### src/rtl/inst_fetch_stage_if.sv
// Fetch-stage bus bundle: instruction BRAM read port, redirect input and the
// valid/ready instruction stream (with pre-split decode fields) towards decode.
interface inst_fetch_stage_if #(
  parameter int unsigned IMEM_ADDR_W = 14
);
  logic                   imem_en;
  logic [IMEM_ADDR_W-1:0] imem_addr;
  logic [31:0]            imem_rdata;
  logic                   redirect_valid;
  logic [31:0]            redirect_pc;
  logic                   out_valid;
  logic                   out_ready;
  logic [31:0]            out_pc;
  logic [31:0]            out_instr;
  logic [6:0]             opcode;
  logic [2:0]             funct3;
  logic [6:0]             funct7;

  modport master (
    output imem_en,
    output imem_addr,
    input  imem_rdata,
    input  redirect_valid,
    input  redirect_pc,
    output out_valid,
    input  out_ready,
    output out_pc,
    output out_instr,
    output opcode,
    output funct3,
    output funct7
  );

  modport slave (
    input  imem_en,
    input  imem_addr,
    output imem_rdata,
    output redirect_valid,
    output redirect_pc,
    input  out_valid,
    output out_ready,
    input  out_pc,
    input  out_instr,
    input  opcode,
    input  funct3,
    input  funct7
  );
endinterface

### src/rtl/inst_fetch_stage.sv
// Instruction fetch: PC owner, 1-cycle-latency BRAM reader, 2-entry output queue.
// Define FETCH_STATS_EN to add the stat_fetched/stat_stall/stat_flush counters.
module inst_fetch_stage #(
  parameter int unsigned IMEM_ADDR_W = 14,
  parameter logic [31:0] RESET_PC    = 32'h0000_0000
) (
  input  logic                clk,
  input  logic                rstn,
  inst_fetch_stage_if.master  bus
`ifdef FETCH_STATS_EN
  ,
  output logic [31:0]         stat_fetched,
  output logic [31:0]         stat_stall,
  output logic [15:0]         stat_flush
`endif
);

  typedef enum logic {
    BOOT = 1'b0,
    RUN  = 1'b1
  } state_e;

  state_e                 state_q;
  state_e                 state_d;

  logic [31:0]            fetch_pc;
  logic [31:0]            inflight_pc;
  logic                   inflight;

  logic [31:0]            q_pc    [2];
  logic [31:0]            q_instr [2];
  logic                   rd_ptr;
  logic                   wr_ptr;
  logic [1:0]             count;

  logic                   running;
  logic                   flush;
  logic                   pop;
  logic                   push;
  logic                   issue;
  logic [2:0]             occupancy;
  logic [31:0]            redirect_base;
  logic [31:0]            issue_pc;
  logic [IMEM_ADDR_W-1:0] addr_d;

  assign running       = (state_q == RUN);
  assign flush         = running && bus.redirect_valid;
  assign redirect_base = {bus.redirect_pc[31:2], 2'b00};
  assign issue_pc      = flush ? redirect_base : fetch_pc;
  assign occupancy     = {1'b0, count} + {2'b00, inflight};
  assign pop           = bus.out_valid && bus.out_ready;
  // A redirect squashes the word returning this cycle: it belongs to the old stream.
  assign push          = inflight && !flush;

  // ---------------- FSM: state register ----------------
  always_ff @(posedge clk or negedge rstn) begin
    if (!rstn) begin
      state_q <= BOOT;
    end else begin
      state_q <= state_d;
    end
  end

  // ---------------- FSM: next state ----------------
  always_comb begin
    state_d = state_q;
    unique case (state_q)
      BOOT:    state_d = RUN;
      RUN:     state_d = RUN;
      default: state_d = BOOT;
    endcase
  end

  // ---------------- FSM: outputs (BRAM request) ----------------
  always_comb begin
    issue  = 1'b0;
    addr_d = fetch_pc[IMEM_ADDR_W+1:2];
    unique case (state_q)
      BOOT: issue = 1'b0;
      RUN: begin
        // Occupancy never exceeds 2, so a pop is what frees the slot at the limit.
        issue  = flush || (occupancy < 3'd2) || ((occupancy == 3'd2) && pop);
        addr_d = issue_pc[IMEM_ADDR_W+1:2];
      end
      default: issue = 1'b0;
    endcase
  end

  assign bus.imem_en   = issue;
  assign bus.imem_addr = addr_d;

  // ---------------- PC and in-flight tracking ----------------
  always_ff @(posedge clk or negedge rstn) begin
    if (!rstn) begin
      fetch_pc    <= RESET_PC;
      inflight    <= 1'b0;
      inflight_pc <= '0;
    end else begin
      inflight <= issue;
      if (issue) begin
        inflight_pc <= issue_pc;
        fetch_pc    <= issue_pc + 32'd4;
      end
    end
  end

  // ---------------- 2-entry output queue ----------------
  always_ff @(posedge clk or negedge rstn) begin
    if (!rstn) begin
      rd_ptr <= 1'b0;
      wr_ptr <= 1'b0;
      count  <= '0;
      for (int unsigned i = 0; i < 2; i++) begin
        q_pc[i]    <= '0;
        q_instr[i] <= '0;
      end
    end else if (flush) begin
      rd_ptr <= 1'b0;
      wr_ptr <= 1'b0;
      count  <= '0;
    end else begin
      if (push) begin
        q_pc[wr_ptr]    <= inflight_pc;
        q_instr[wr_ptr] <= bus.imem_rdata;
        wr_ptr          <= ~wr_ptr;
      end
      if (pop) begin
        rd_ptr <= ~rd_ptr;
      end
      unique case ({push, pop})
        2'b10:   count <= count + 2'd1;
        2'b01:   count <= count - 2'd1;
        default: count <= count;
      endcase
    end
  end

  assign bus.out_valid = (count != 2'd0);
  assign bus.out_pc    = q_pc[rd_ptr];
  assign bus.out_instr = q_instr[rd_ptr];
  assign bus.opcode    = q_instr[rd_ptr][6:0];
  assign bus.funct3    = q_instr[rd_ptr][14:12];
  assign bus.funct7    = q_instr[rd_ptr][31:25];

`ifdef FETCH_STATS_EN
  always_ff @(posedge clk or negedge rstn) begin
    if (!rstn) begin
      stat_fetched <= '0;
      stat_stall   <= '0;
      stat_flush   <= '0;
    end else begin
      if (pop) begin
        stat_fetched <= stat_fetched + 32'd1;
      end
      if (bus.out_valid && !bus.out_ready) begin
        stat_stall <= stat_stall + 32'd1;
      end
      if (bus.redirect_valid) begin
        stat_flush <= stat_flush + 16'd1;
      end
    end
  end
`endif

endmodule

### src/flat_wrapper.sv
// flat-port wrapper written by rule: the top's interface ports become plain ports
module inst_fetch_stage_flat 
#(
  parameter int unsigned IMEM_ADDR_W = 14,
  parameter logic [31:0] RESET_PC    = 32'h0000_0000
)
  (clk, rstn, bus_imem_en, bus_imem_addr, bus_imem_rdata, bus_redirect_valid, bus_redirect_pc, bus_out_valid, bus_out_ready, bus_out_pc, bus_out_instr, bus_opcode, bus_funct3, bus_funct7);
  inst_fetch_stage_if #(.IMEM_ADDR_W(IMEM_ADDR_W)) bus_i ();
  input  logic clk;
  input  logic rstn;
  output wire logic [$bits(bus_i.imem_en)-1:0] bus_imem_en;
  output wire logic [$bits(bus_i.imem_addr)-1:0] bus_imem_addr;
  input wire logic [$bits(bus_i.imem_rdata)-1:0] bus_imem_rdata;
  input wire logic [$bits(bus_i.redirect_valid)-1:0] bus_redirect_valid;
  input wire logic [$bits(bus_i.redirect_pc)-1:0] bus_redirect_pc;
  output wire logic [$bits(bus_i.out_valid)-1:0] bus_out_valid;
  input wire logic [$bits(bus_i.out_ready)-1:0] bus_out_ready;
  output wire logic [$bits(bus_i.out_pc)-1:0] bus_out_pc;
  output wire logic [$bits(bus_i.out_instr)-1:0] bus_out_instr;
  output wire logic [$bits(bus_i.opcode)-1:0] bus_opcode;
  output wire logic [$bits(bus_i.funct3)-1:0] bus_funct3;
  output wire logic [$bits(bus_i.funct7)-1:0] bus_funct7;
  assign bus_imem_en = bus_i.imem_en;
  assign bus_imem_addr = bus_i.imem_addr;
  assign bus_i.imem_rdata = bus_imem_rdata;
  assign bus_i.redirect_valid = bus_redirect_valid;
  assign bus_i.redirect_pc = bus_redirect_pc;
  assign bus_out_valid = bus_i.out_valid;
  assign bus_i.out_ready = bus_out_ready;
  assign bus_out_pc = bus_i.out_pc;
  assign bus_out_instr = bus_i.out_instr;
  assign bus_opcode = bus_i.opcode;
  assign bus_funct3 = bus_i.funct3;
  assign bus_funct7 = bus_i.funct7;
  inst_fetch_stage #(.IMEM_ADDR_W(IMEM_ADDR_W), .RESET_PC(RESET_PC)) u_core (.clk(clk), .rstn(rstn), .bus(bus_i));
endmodule
### config.mk
export PLATFORM = sky130hd
export DESIGN_NAME = inst_fetch_stage_flat
export DESIGN_NICKNAME = d
export VERILOG_FILES = /design/src/rtl/inst_fetch_stage_if.sv /design/src/rtl/inst_fetch_stage.sv /design/src/flat_wrapper.sv
export SDC_FILE = /design/constraint.sdc
export NUM_CORES = 1
export LEC_CHECK = 0
export CAP_MARGIN = 15
export CORE_UTILIZATION = 53
export DETAILED_ROUTE_END_ITERATION = 8
export PLACE_DENSITY = 0.85
export SLEW_MARGIN = 0
export SYNTH_ARGS = -nofsm -noshare
export SYNTH_HDL_FRONTEND = slang
export SYNTH_SLANG_ARGS = --single-unit
### constraint.sdc
create_clock -name clk -period 3.2 [get_ports clk]
set_input_delay 0.8 -clock clk [delete_from_list [all_inputs] [get_ports clk]]
set_output_delay 0.8 -clock clk [all_outputs]
set_load 0.005 [all_outputs]
==> Yosys cells after proc, flatten, opt, wreduce, memory -nomap -nowiden <==
Index checks and enable logic that the tools add are counted.
{ "classes": {"mul": 0, "bitwise_logic": 6, "shifts": 0, "magnitude_cmp": 4, "n_mux": 19, "n_div": 0, "n_addsub": 4, "eq_ne": 3, "n_reduce_logical": 13} }
{ "ops": {"columns": ["op", "n"], "rows": [
  ["32-bit 2-to-1 mux", 8],
  ["64-bit bitwise mux", 2],
  ["32-bit by 3-bit adder with 32-bit output, second input constant", 1],
  ["32-bit demux with 1-bit select", 1],
  ["14-bit 2-to-1 mux", 1],
  ["2-bit nonzero test", 3],
  ["1-bit logical AND", 5],
  ["2-bit >= comparator, second input constant", 2],
  ["1-bit 2-to-1 mux", 4],
  ["1-bit NOT", 4],
  ["1-bit NOT with 2-bit output", 2],
  ["2-bit case mux with 2 select lines", 1],
  ["2-bit by 1-bit adder with 3-bit output", 1],
  ["3-bit by 2-bit equality test with 1-bit output, second input constant", 1],
  ["3-bit by 2-bit less-than comparator with 1-bit output, second input constant", 1],
  ["3-bit nonzero test", 1],
  ["2-bit by 1-bit adder with 2-bit output, second input constant", 1],
  ["2-bit by 1-bit equality test with 1-bit output, second input constant", 1],
  ["2-bit equality test, second input constant", 1],
  ["1-bit logical OR", 2],
  ["2-bit by 1-bit less-than comparator with 1-bit output, second input constant", 1],
  ["2-bit 2-to-1 mux", 1],
  ["1-bit case mux with 2 select lines", 1],
  ["2-bit AND reduction", 1],
  ["other kinds (2)", 2]
]} }
{ "word_totals": {"reg_bits": 198, "latchBits": 0, "mem_bits_rw": 0, "rom_bits": 0, "elab_cells": 60, "out_inout_bits": 97, "n_memories": 0, "inputBits": 68} }

==> Logic depth before layout (Yosys ltp) <==
{ "depth": {"depth_word": 6, "ltp_mapped": 10, "ltp_nobuf": 8} }

==> Worst setup path before layout <==
Ideal clock, no wire load.
{ "synth_timing": {"path_kind": "input port to output port", "from": "input bus_redirect_valid", "to": "output bus_imem_addr[2]", "arrival_time_ps": 2028, "required_time_ps": 2400, "path_stages": 7, "path_buffers": 4, "slack_ps": 372, "path_cell_list": "and2_1 -> buf_6 -> buf_6 -> buf_6 -> clkbuf_1 -> mux2i_1 -> inv_1"} }
{ "synth_between": {"elab_chain_cells": 3} }
{ "synth_rtl": {"columns": ["element", "line_no", "rtl"], "rows": [
  ["from (decl)", "flat_wrapper.sv:14", "input wire logic [$bits(bus_i.redirect_valid)-1:0] bus_redirect_valid;"],
  ["1-bit logical AND", "inst_fetch_stage.sv:47", "assign flush = running && bus.redirect_valid;"],
  ["32-bit 2-to-1 mux", "inst_fetch_stage.sv:49", "assign issue_pc = flush ? redirect_base : fetch_pc;"],
  ["14-bit 2-to-1 mux", "inst_fetch_stage.sv:78", "unique case (state_q)"],
  ["to (decl)", "flat_wrapper.sv:12", "output wire logic [$bits(bus_i.imem_addr)-1:0] bus_imem_addr;"]
]} }
Every way passes these cells.

==> Final worst setup path <==
{ "layout_timing": {"from": "register u_core.count[0]", "to": "output bus_imem_en"} }
{ "layout_between": {"elab_chain_cells": 5, "word_cells_on_any_way": 9, "cone_classes": "1 x add/sub; 1 x order compare; 1 x eq/ne; 1 x mux; 5 x reduce/logical"} }
{ "layout_rtl": {"columns": ["element", "line_no", "rtl"], "rows": [
  ["from (decl)", "inst_fetch_stage.sv:34", "logic [1:0] count;"],
  ["from (signal assigned)", "inst_fetch_stage.sv:131", "2'b10: count <= count + 2'd1;"],
  ["from (signal assigned)", "inst_fetch_stage.sv:132", "2'b01: count <= count - 2'd1;"],
  ["from (signal assigned)", "inst_fetch_stage.sv:133", "default: count <= count;"],
  ["2-bit by 1-bit adder with 3-bit output or 2-bit nonzero test (tied branches)", "inst_fetch_stage.sv:50, inst_fetch_stage.sv:138", null],
  ["3-bit by 2-bit less-than comparator with 1-bit output (tied with other cells)", "inst_fetch_stage.sv:82", "issue = flush || (occupancy < 3'd2) || ((occupancy == 3'd2) && pop);"],
  ["1-bit logical OR or 1-bit logical AND (tied branches)", "inst_fetch_stage.sv:82", null],
  ["1-bit logical OR *", "inst_fetch_stage.sv:82", null],
  ["1-bit case mux with 2 select lines *", "inst_fetch_stage.sv:78", null],
  ["to (decl)", "flat_wrapper.sv:11", "output wire logic [$bits(bus_i.imem_en)-1:0] bus_imem_en;"]
]} }
Every way passes the cells marked *; elsewhere a longest branch is shown, timed or not.

==> key figures <==
Outcome
  – Outcome: finished clean

Clock network
  – Root buffer cell: clkbuf_16
  – Maximum clock path buffer count: 2
  – CTS tree: yes
  – Hold buffer count at CTS: 0
  – Worst-path clk slew: 0.07 ns
  – Sinks on Clock Net: 190
  – H-Tree Depth: 4
  – Clock latency on the worst-skew pair: 0.43 ns
  – Num CTS Buffers: 17

Routing
  – First drt pass iteration count: 5
  – Antenna-violating nets left: 0
  – Vias per cell: 5.49
  – Routed WL: 19.9 mm
  – DR vias: 6561
  – Iter 0 DRT Violations: 493
  – Post-route DRC: 0
  – Avg WL per Cell: 16.7 um

Timing
  – Final number of hold-violating endpoints: 0
  – Worst slew margin: 57.9%
  – Min Tclk post-route: 3.02 ns
  – WHS: 0.384 ns
  – RSZ-0062 raised after global routing: false
  – Slew Viols, Final: 0
  – Fmax: 331 MHz
  – TNS Setup: 0 ns
  – Fin crit share: 94.5%
  – Max Clock Skew: 0.0108 ns
  – Worst Max-Slew Pin Slew: 0.632 ns
  – Final setup vio count: 0

Global routing
  – First-pass GRT wire length: 32.9 mm
  – Congestion Overflow GR: 0
  – All-Layer GR Usage: 23.8%
  – Largest net degree at the start of global routing: 78
  – Initial antenna violation count: 0
  – Vias in the first global route: 6504

Placement
  – PortBufs: 160
  – Final HPWL DP: 13.7 mm
  – GP Congestion: 0.898
  – Placed Cells incl. Taps: 1157

Synth
  – Async set-reset flop share out of synthesis: 100%
  – Seq/Total Area, Yosys: 52.3%
  – Cell Area, Synth: 9090 um^2
  – Syn avg cell area: 11.8 um^2
  – Cell count after synthesis: 772
  – Most used DFF post-synth: dfrtp_1
  – Yosys cell types: 47
  – Synth Warn #: 0
  – EDFF count, synth: 0
  – Yosys reg bits: 190

Hold path
  – Hold Path Class: primary input to asynchronous set/reset pin

Critical path
  – R2r setup slk: 0.63 ns
  – Worst Setup SP: u_core.count[0]
  – R2R depth: 10
  – Crit path buf inv count: 4
  – Top delay family on crit path: buffers and inverters
  – Worst Setup End Kind: primary output
  – Crit start category: flop
  – Required @ worst endpoint: 2.40 ns
  – Worst path slowest cell: dfrtp_1
  – CP Capture Point: bus_imem_en
  – Worst R2R Start: u_core.running
  – CP arrival: 2.22 ns
  – Crit-path max cell delay: 0.39 ns
  – Crit Path Category: flop to primary output
  – CP Depth: 8
  – Worst r2r dst: u_core.fetch_pc[29]
  – Crit-path cells: ha_1 -> inv_1 -> ha_1 -> nor4b_2 -> buf_4 -> o31ai_4 -> clkinv_2 -> dlygate4sd2_1
  – Worst Path Max Fanout: 2
  – Top cell by count, worst path: ha_1

Floorplan
  – I/O Pins: 165
  – DIE WIDTH: 133 um
  – Chip height: 133 um
  – Die area: 17700 um^2
  – Placeable core area: 16600 um^2
  – Initial Utilization: 54.6%
  – # rows: 47

Cells and area
  – Net count, final: 1033
  – Synth-to-Final Area Change: 30.8%
  – Layout Cells excl Fill: 1194
  – Fraction of layout cells with a size suffix above 1: 31.8%
  – Most common cell after layout, fill and taps aside: mux2_2
  – Most frequent cells in the layout: 189 x mux2_2, 188 x dfrtp_1, 156 x clkdlybuf4s50_1, 76 x nand2_1, 62 x buf_4
  – Area of the multi-input gates: 3980 um^2
  – # diodes: 0
  – Sequential cell area: 4760 um^2
  – Filler Cells Inserted: 1186
  – Util after Layout: 71.4%

Power
  – Leakage power: 5.23 nW
  – P per Cell Area: 917 nW/um^2
  – VDD IR max: 0.000512 V

Run
  – MaxCap Viol Count: 0
==> cells by family (layout without fill, tap and decap cells) <==
logic type / count (synthesis) / after routing / share of synthesized area (%)
simple gates: 174 / 175 / 8.80
buf+inv: 81 / 281 / 4.57
xor+xnor: 12 / 12 / 1.16
other cells: 2 / 3 / 0.0826
flops: 190 / 190 / 52.3
mux: 207 / 207 / 25.4
fa+ha+maj: 4 / 4 / 0.551
compound gates: 102 / 102 / 7.13
==> cell type report <==
class | count | area share, %
clock inverters | 15 | 1.28
repair buffers | 230 | 18.7
flip-flops and latches | 190 | 40.0
multi-input cells | 503 | 33.5
inverters | 19 | 0.610
clock buffers | 17 | 3.58
well taps | 220 | 2.32
==> power by group <==
part / switching [mW] / total, mW / internal, mW
sequential: 0.606 / 4.08 / 3.47
clock: 0.966 / 2.07 / 1.10
combinational: 1.70 / 4.76 / 3.05
==> layer usage <==
layer,up-vias,track usage (%),wire [um]
li1,3069,-,-
met1,3245,31.9,8890
met2,226,39.7,9670
met3,21,4.21,1100
met4,0,6.96,254
met5,-,0,0
==> Yosys cell counts, drive strengths merged (10+ instances only) <==
cell type  instances  share of area, %
dfrtp            190                52
nand3             10              0.55
o21ai             50               2.8
nand2             77               3.2
a21o              12              0.99
nor2              40               1.7
inv               18              0.74
mux2             190                24
nand4             16               1.1
mux2i             17               1.9
buf               40               2.9
clkbuf            22              0.91
nor3              16              0.99
a21oi             11              0.61
==> worst min path at each step <==
stage	end	cells past startpoint
finish	u_core.q_instr[56]	1
global route	u_core.q_instr[25]	1
CTS	u_core.q_instr[57]	1
detailed placement	u_core.fetch_pc[29]	2
global placement	u_core.fetch_pc[29]	2
floorplan	u_core.fetch_pc[29]	2
==> registers in the layout, indices dropped and copies added (netlist names) <==
register,count
u_core.count,2
u_core.fetch_pc,30
u_core.inflight,1
u_core.inflight_pc,30
u_core.q_instr,64
u_core.q_pc,60
u_core.rd_ptr,1
u_core.running,1
u_core.wr_ptr,1
==> through the flow <==
step,instance area [um^2],power (mW),setup slack [ns]
4_1_cts,11900,11.0,0.154
3_5_place_dp,11300,8.86,-0.239
3_3_place_gp,11300,8.70,-0.221
5_1_grt,11900,11.6,0.103
2_1_floorplan,9090,6.59,0.372
6_report,11900,10.9,0.175
==> what timing repair did <==
action | 4_1_cts | 5_1_grt
setup buffers | 4 | 0
endpoints found under the setup margin | 15 | 0
resized for setup | 9 | 0
(Power assumes the default switching activity.)
==> RTL change, RTL diff (same flow settings) <==
`IMEM_ADDR_W` is set to 14 in 3 places; all go to 13.
--- a/src/rtl/inst_fetch_stage_if.sv
+++ b/src/rtl/inst_fetch_stage_if.sv
@@ -1,7 +1,7 @@
 // Fetch-stage bus bundle: instruction BRAM read port, redirect input and the
 // valid/ready instruction stream (with pre-split decode fields) towards decode.
 interface inst_fetch_stage_if #(
-  parameter int unsigned IMEM_ADDR_W = 14
+  parameter int unsigned IMEM_ADDR_W = 13
 );
   logic                   imem_en;
   logic [IMEM_ADDR_W-1:0] imem_addr;
--- a/src/rtl/inst_fetch_stage.sv
+++ b/src/rtl/inst_fetch_stage.sv
@@ -1,7 +1,7 @@
 // Instruction fetch: PC owner, 1-cycle-latency BRAM reader, 2-entry output queue.
 // Define FETCH_STATS_EN to add the stat_fetched/stat_stall/stat_flush counters.
 module inst_fetch_stage #(
-  parameter int unsigned IMEM_ADDR_W = 14,
+  parameter int unsigned IMEM_ADDR_W = 13,
   parameter logic [31:0] RESET_PC    = 32'h0000_0000
 ) (
   input  logic                clk,
--- a/src/flat_wrapper.sv
+++ b/src/flat_wrapper.sv
@@ -1,7 +1,7 @@
 // flat-port wrapper written by rule: the top's interface ports become plain ports
 module inst_fetch_stage_flat 
 #(
-  parameter int unsigned IMEM_ADDR_W = 14,
+  parameter int unsigned IMEM_ADDR_W = 13,
   parameter logic [31:0] RESET_PC    = 32'h0000_0000
 )
   (clk, rstn, bus_imem_en, bus_imem_addr, bus_imem_rdata, bus_redirect_valid, bus_redirect_pc, bus_out_valid, bus_out_ready, bus_out_pc, bus_out_instr, bus_opcode, bus_funct3, bus_funct7);
Ports: changed (resized bus_imem_addr); port bits go from 165 to 164. No check against the original RTL was run, so the function may have changed too.
==> RTL change against the original RTL <==
- global-route usage down 0.20 points
- final area up 1.6%
- non-clock buffer count unchanged
- wire length up 4.9%
- setup slack worse by 34 ps
- via count up 5.9%
- critical path depth unchanged
- power down 1.1%
- largest power group unchanged
- synthesized area up 2.5%
- sequential cell count unchanged
==> RTL change: results (changes against the original RTL) <==
Largest regs=u_core.q_instr: 64 flops, u_core.q_pc: 60 flops; Placer Congestion=0.8934 (-0.51%); Root Buffer=clkbuf_16; Synth top cells by count=mux2_2 (191), dfrtp_1 (190), nand2_1 (100); worst-case vdd ir drop=0.4640 mV (-9.4%); WL/cell=16.97 microns (+1.8%); Fillers=1251 (+5.5%); clk_skew=7.166 ps (-3.678 ps); Seq area share=0.3938 (-0.006257); Post-DP Area=11480 sq um (+1.9%); first-pass GRT wire length=33690 microns (+2.3%); combinational power share=0.436 (about the same); EDFF count, synth=0 (unchanged); Hold Crit Class=input pin to asynchronous set/reset pin; Tmin final=3058 ps (+33.61 ps); Clock transition at path regs=70 ps (about the same); largest net degree at the start of global routing=83 (+6.4%); crit path DAT=2260 ps (+40 ps); clkbuf count=22 (+5); fraction of area in non-clock buffers=0.1867 (-0.0006509); Cell Pwr Density=892.7 nW/um^2 (-2.6%); R2R cell count=10 (unchanged); post-DP HPWL=14230 microns (+4.0%); Worst-Skew Late Latency=420 ps; inverter count=18 (-1); Least-Margin Pin Slew=701.6 ps (+69.88 ps); #MultiIn Comb=536 (+6.6%); vias in the first global route=6857 (+5.4%); Diodes inserted=0 (unchanged); Port Buffers=159 (-0.63%); critical path endpoint=bus_imem_en; Internal Power=7.610 mW (-0.20%); pre-CTS WS=-149.4 ps (+89.70 ps); top area cells in the synthesized netlist=dfrtp_1 (51%), mux2_2 (23%), nand2_1 (4.0%); Multi-input gate area=4151 sq um (+4.3%); R2R setup slack=390 ps (-240 ps); status=finished, final reports clean; Reg2Reg Capture Point=u_core.fetch_pc[26]; Avg Vias per Cell=5.648 (+2.8%); H-tree levels=4 (unchanged); Non-CTS buffers=230 (unchanged); share of cells above drive strength 1=0.3114 (-0.006832); Worst Setup SP=u_core.count[0]; Ys Warns=0 (unchanged); Nets=1065 (+3.1%); sequential power=4.03 mW (-1%); clk buf depth=2 (unchanged); Pleak=5.262 nW (+0.64%); Critical Path Fanout Max=5 (+3); Unique masters post-synth=59 (+26%); sequential area share after synthesis=0.5105 (-0.01258); DRT Pass-1 Iters=5 (unchanged); All-Layer GR Usage=0.2363 (-0.002007); initial drt markers=455 (-7.7%); Layout clock area frac=0.04692 (-0.001692)
-- RTL change: per-layer routing --
metal  track usage  part of all wire  wire length, microns  vias up
met1        0.3188              0.44                  9269     3437
li1              -                 -                     -     3230
met5             0                 0                     0        -
met3       0.03941             0.056                  1174       34
met4       0.07865             0.016                   324        0
met2        0.3895              0.48                 10110      246
-- RTL change: through the flow --
stage                     hold slack (ps)  std cells
after CTS                           432.2       1230
after global routing                459.5       1230
after floorplan                     444.6        810
after global placement              469.5       1195
after detailed placement            484.5       1195
final                               408.3       1230
-- RTL change: worst min path at each step --
| stage | start | endpoint | slack [ps] | cells after the start |
|---|---|---|---|---|
| after floorplan | u_core.fetch_pc[29] | u_core.fetch_pc[29] | 440 | 2 |
| after global placement | u_core.fetch_pc[29] | u_core.fetch_pc[29] | 470 | 2 |
| after detailed placement | u_core.inflight_pc[5] | u_core.inflight_pc[5] | 480 | 2 |
| after CTS | rstn | u_core.q_instr[6] | 430 | 1 |
| after global routing | rstn | u_core.q_instr[38] | 460 | 1 |
| final | rstn | u_core.q_instr[36] | 410 | 1 |
-- RTL change: logic make-up (layout without fill, tap and decap cells) --
logic type	after synthesis	count (layout)	share of synthesized area
AOI/OAI and AO/OA	105	105	0.07523
adders and majority gates	4	4	0.005374
muxes	201	201	0.2417
and+or+nand+nor	211	212	0.1080
xor gates and xnor gates	11	11	0.01034
other	2	3	0.0008063
DFF	190	190	0.5105
buffers and inverters	85	279	0.04809
-- RTL change: timing repair --
action	in CTS	in global routing
gates resized for setup	5	0
setup endpoints to repair	10	0
buffers inserted	3	0
-- RTL change: worst max-delay path, stage by stage (launching register included) --
cell           delay (ps)
dfrtp_1               430
ha_1                  240
inv_1                  60
ha_1                  210
nor4b_1               140
buf_4                 140
o31ai_4               240
inv_2                 100
dlygate4sd2_1         280
